`src/rtl/mac_accumulator.sv`:
```
// mac_accumulator: sequences 4x4 operand pairs into a multi-cycle multiplier and accumulates the products.
// Define MAC_SATURATE_EN to clamp the running sum on overflow instead of wrapping.
module mac_accumulator #(
    parameter int ACC_W   = 16,
    parameter int MUL_LAT = 8
) (
    input  logic             clk,
    input  logic             rst,
    input  logic             in_valid,
    output logic             in_ready,
    input  logic [3:0]       a_in,
    input  logic [3:0]       b_in,
    input  logic             in_last,
    output logic [3:0]       mul_a,
    output logic [3:0]       mul_b,
    output logic             mul_start,
    input  logic [7:0]       mul_result,
    input  logic             clear,
    output logic [ACC_W-1:0] acc_out,
    output logic             acc_valid,
    output logic             overflow
);
    typedef enum logic [2:0] {IDLE, START, WAIT, ACC, DONE} state_t;
    localparam int CW = $clog2(MUL_LAT + 2);
    state_t state, state_nx;
    logic [CW-1:0] cnt;
    logic last;
    logic [ACC_W-1:0] sum, sum_nx;
    logic [ACC_W:0] sum_ext;
    logic accept;
    assign in_ready  = rst && state == IDLE;
    assign mul_start = rst && state == START;
    assign acc_valid = rst && state == DONE;
    assign accept    = in_valid && in_ready;
    assign sum_ext   = {1'b0, sum} + {{(ACC_W - 7){1'b0}}, mul_result};
`ifdef MAC_SATURATE_EN
    assign sum_nx = sum_ext[ACC_W] ? '1 : sum_ext[ACC_W-1:0];
`else
    assign sum_nx = sum_ext[ACC_W-1:0];
`endif
    always_comb begin
        state_nx = state;
        case (state)
            IDLE:    state_nx = in_valid ? START : IDLE;
            START:   state_nx = cnt == CW'(1) ? WAIT : START;
            WAIT:    state_nx = cnt == '0 ? ACC : WAIT;
            ACC:     state_nx = last ? DONE : IDLE;
            DONE:    state_nx = IDLE;
            default: state_nx = IDLE;
        endcase
    end
    always_ff @(posedge clk) begin
        if (!rst) state <= IDLE;
        else      state <= state_nx;
    end
    // START counts up to 1, then the same counter is reloaded as the WAIT down-counter
    always_ff @(posedge clk) begin
        if (!rst) begin
            cnt      <= '0;
            last     <= 1'b0;
            mul_a    <= '0;
            mul_b    <= '0;
            sum      <= '0;
            acc_out  <= '0;
            overflow <= 1'b0;
        end else begin
            case (state)
                IDLE:    cnt <= '0;
                START:   cnt <= cnt == CW'(1) ? CW'(MUL_LAT - 1) : cnt + CW'(1);
                WAIT:    cnt <= cnt - CW'(1);
                default: cnt <= cnt;
            endcase
            if (accept) begin
                mul_a <= a_in;
                mul_b <= b_in;
                last  <= in_last;
            end
            if (state == IDLE && clear) begin
                acc_out  <= '0;
                overflow <= 1'b0;
            end
            if (state == ACC) begin
                sum <= sum_nx;
                if (sum_ext[ACC_W]) overflow <= 1'b1;
            end
            if (state == DONE) begin
                acc_out <= sum;
                sum     <= '0;
            end
        end
    end
endmodule
```
`config.mk`:
```
export PLATFORM = sky130hd
export DESIGN_NAME = mac_accumulator
export DESIGN_NICKNAME = d
export VERILOG_FILES = /design/src/rtl/mac_accumulator.sv
export SDC_FILE = /design/constraint.sdc
export NUM_CORES = 1
export LEC_CHECK = 0
export CORE_AREA = 2 2 78 80
export CTS_BUF_LIST = sky130_fd_sc_hd__clkbuf_4
export DETAILED_ROUTE_END_ITERATION = 8
export DIE_AREA = 0 0 80 82
export GPL_TIMING_DRIVEN = 0
export PLACE_DENSITY = 0.7
export RECOVER_POWER = 100
export SLEW_MARGIN = 20
export SYNTH_ARGS = -nofsm -noshare
export SYNTH_HDL_FRONTEND = slang
export SYNTH_SLANG_ARGS = --single-unit
export TNS_END_PERCENT = 1
```
`constraint.sdc`:
```
create_clock -name clk -period 4.25 [get_ports clk]
set_clock_uncertainty 0.05 [all_clocks]
set_input_delay 0.85 -clock clk [delete_from_list [all_inputs] [get_ports clk]]
set_output_delay 0.85 -clock clk [all_outputs]
set_load 0.01 [all_outputs]
```
==> flow_summary.json <==
{
  "synth_seq_cells": 49,
  "min_path_cells": 2,
  "ctsLongestPathBuffers": 2,
  "postCtsHoldBufs": 0,
  "setup_viol": 0,
  "diodes": 0,
  "cts_setup_buffers": 0,
  "fin_crit_sh": 0.8780,
  "netlist_top_cells_area": "dfxtp_1, nand2_1, a22o_1",
  "worst_slew_pin_slew_ns": 0.7028,
  "grt_pass1_wl_um": 8397,
  "clkTransAtPathRegs_ns": 0.14,
  "fp.dieW_um": 80,
  "numPortBuffers": 47,
  "yosysTopAreaCell": "dfxtp_1",
  "viasPerCell": 5.186,
  "netlist_instances": 258,
  "fillers": 591,
  "holdWs_ns": 0.4193,
  "rsz0062_at_grt": "no",
  "slew_violations": 0,
  "path_max_fanout": 10,
  "grt_pass1_vias": 1889,
  "cts_tree": "built",
  "critical_path_required_ns": 3.35,
  "avgSynthCellArea_um2": 8.928,
  "syn_area_mm2": 0.002303,
  "cts-resized-gates": 0,
  "layout-drive-gt1-share": 0.05769,
  "cellLeakagePower_nw": 1.215,
  "stdcell_count": 387,
  "gp_congestion": 0.8404,
  "async_reset_ff_frac": 0,
  "finalCriticalPeriod_ns": 3.731,
  "clock.fmax_mhz": 268.0,
  "clkLatencyLatePin_ns": 0.36,
  "ff2ff_path_depth": 6,
  "grt_overflow": 0,
  "power.total_w": 0.0008871,
  "drc_errors": 0,
  "dp_cells": 380,
  "start_util": 0.4009,
  "numCtsBuffers": 5,
  "end_kind": "primary output",
  "hold_violations": 0,
  "layout.nets": 345,
  "dp_hpwl_um": 3610,
  "h-tree-depth": 2,
  "synth_edf_count": 0,
  "reg2reg_to": "sum[15]",
  "synth.top_cell.area_share": 0.4259,
  "max_slew_margin": 0.5286,
  "area_delta_synth_final_pct": 26.94,
  "drtAntennaViolNets": 0,
  "start_kind": "input pin",
  "io_pins": 49,
  "yosys-top-cells-count": "dfxtp_1, nand2_1, a21oi_1",
  "grt_antenna_before_repair": 0,
  "layout_setup_ws_ns": 0.5187,
  "yosysWarningCount": 0,
  "holdCritStartpoint": "mul_a[3]",
  "min_to": "mul_a[3]",
  "dp_slack_ns": 0.5596,
  "power_density_mw_per_mm2": 303.4,
  "max-vdd-ir-drop_uv": 176.0,
  "r2r-start": "sum[4]",
  "wl_per_cell_um": 12.85,
  "track_usage": 0.1596,
  "first_pass_iters": 4,
  "rows": 28,
  "seq_area_um2": 980.9,
  "hold_class": "reg -> reg",
  "outcome": "finished clean",
  "die_y_um": 82,
  "drt_wl_total_um": 4973,
  "arrival_ns": 2.83,
  "synth.most_common_cell": "dfxtp_1",
  "postSynth.topFlopCell": "dfxtp_1",
  "cts_root_buf": "clkbuf_4",
  "multi_input_area_mm2": 0.001220,
  "drv_cap": 0,
  "r2r_slack_ns": 1.86,
  "grt_max_degree": 15,
  "synth_fp_nets": 291,
  "cts_sinks": 49,
  "seq_area_frac_synth": 0.4259,
  "fin_tns_setup_ns": 0,
  "worstSetupPathType": "in -> out",
  "core_mm2": 0.005746,
  "drtIter0Drc": 55,
  "via_count": 2007,
  "ys_types": 47,
  "die_area_mm2": 0.006560
}
## through the flow
| step | util | instance area [um2] |
|---|---|---|
| after floorplan | - | 2303 |
| after global placement | 0.4991 | 2868 |
| after detailed placement | 0.4991 | 2868 |
| after CTS | 0.5118 | 2940 |
| after global routing | 0.5089 | 2924 |
| final | 0.5089 | 2924 |
## worst max path at each step
stage	start	to	depth (start not counted)
final	rst	acc_valid	5
after global routing	rst	acc_valid	5
after CTS	rst	acc_valid	5
after detailed placement	rst	acc_valid	5
after global placement	rst	acc_valid	5
after floorplan	rst	acc_valid	4
## layout make-up
type                       instances  area share
multi-input combinational        189      0.4172
inverter                           6    0.007702
clock buffer                       5     0.01284
buffer                            14     0.02182
tap                               75     0.03209
timing repair buffer              47      0.1609
clock inverter                     2     0.01198
sequential                        49      0.3355
## kinds of logic after synthesis
| family | Yosys count | synth area share |
|---|---|---|
| multiplexers | 1 | 0.004346 |
| AO/OA/AOI/OAI | 84 | 0.2640 |
| XOR/XNOR | 8 | 0.03042 |
| buffers and inverters | 20 | 0.03857 |
| AND/OR/NAND/NOR | 84 | 0.1684 |
| flip-flops | 49 | 0.4259 |
| adder cells (fa/ha/maj) | 12 | 0.06844 |
## where the power goes
| part | internal, W | leakage, nW | switching [W] |
|---|---|---|---|
| Combinational | 0.0000639 | 0.777 | 0.0000740 |
| Clock | 0.000120 | 0.0410 | 0.000144 |
| Sequential | 0.000474 | 0.397 | 0.0000118 |
## cell usage in the layout (no fill, tap or decap), drive strengths merged, types with 2 or more instances in the layout
cell type	count
dfxtp	49
nand2	45
dlygate4sd3	32
a21oi	21
clkbuf	17
a22o	16
clkdlybuf4s50	15
nor2	13
a21boi	12
o21ai	11
ha	11
inv	6
xor2	6
or3	5
and3	4
nand3	4
nor3	3
a31oi	3
a21o	3
o2111ai	3
o211ai	3
nand2b	2
and2	2
nor2b	2
a211oi	2
xnor2	2
buf	2
o31ai	2
nand4	2
## worst max-delay path, stage by stage
cell and delay, ns:
clkbuf_1 0.36, and3_1 0.22, clkbuf_1 0.33, clkbuf_1 0.40, dlygate4sd3_1 0.67
## flip-flops by register name, summed over array words and instances (netlist names)
| register | flops |
|---|---|
| acc_out | 16 |
| sum | 16 |
| cnt | 4 |
| mul_a | 4 |
| mul_b | 4 |
| state | 3 |
| last | 1 |
| overflow | 1 |
## metal layers
layer / wire [um] / vias up / global-route usage
li1: - / 1034 / -
met1: 2444 / 924 / 0.2141
met2: 2222 / 44 / 0.2533
met3: 250 / 5 / 0.04176
met4: 56 / 0 / 0.04576
met5: 0 / - / 0
(Power assumes the default switching activity.)
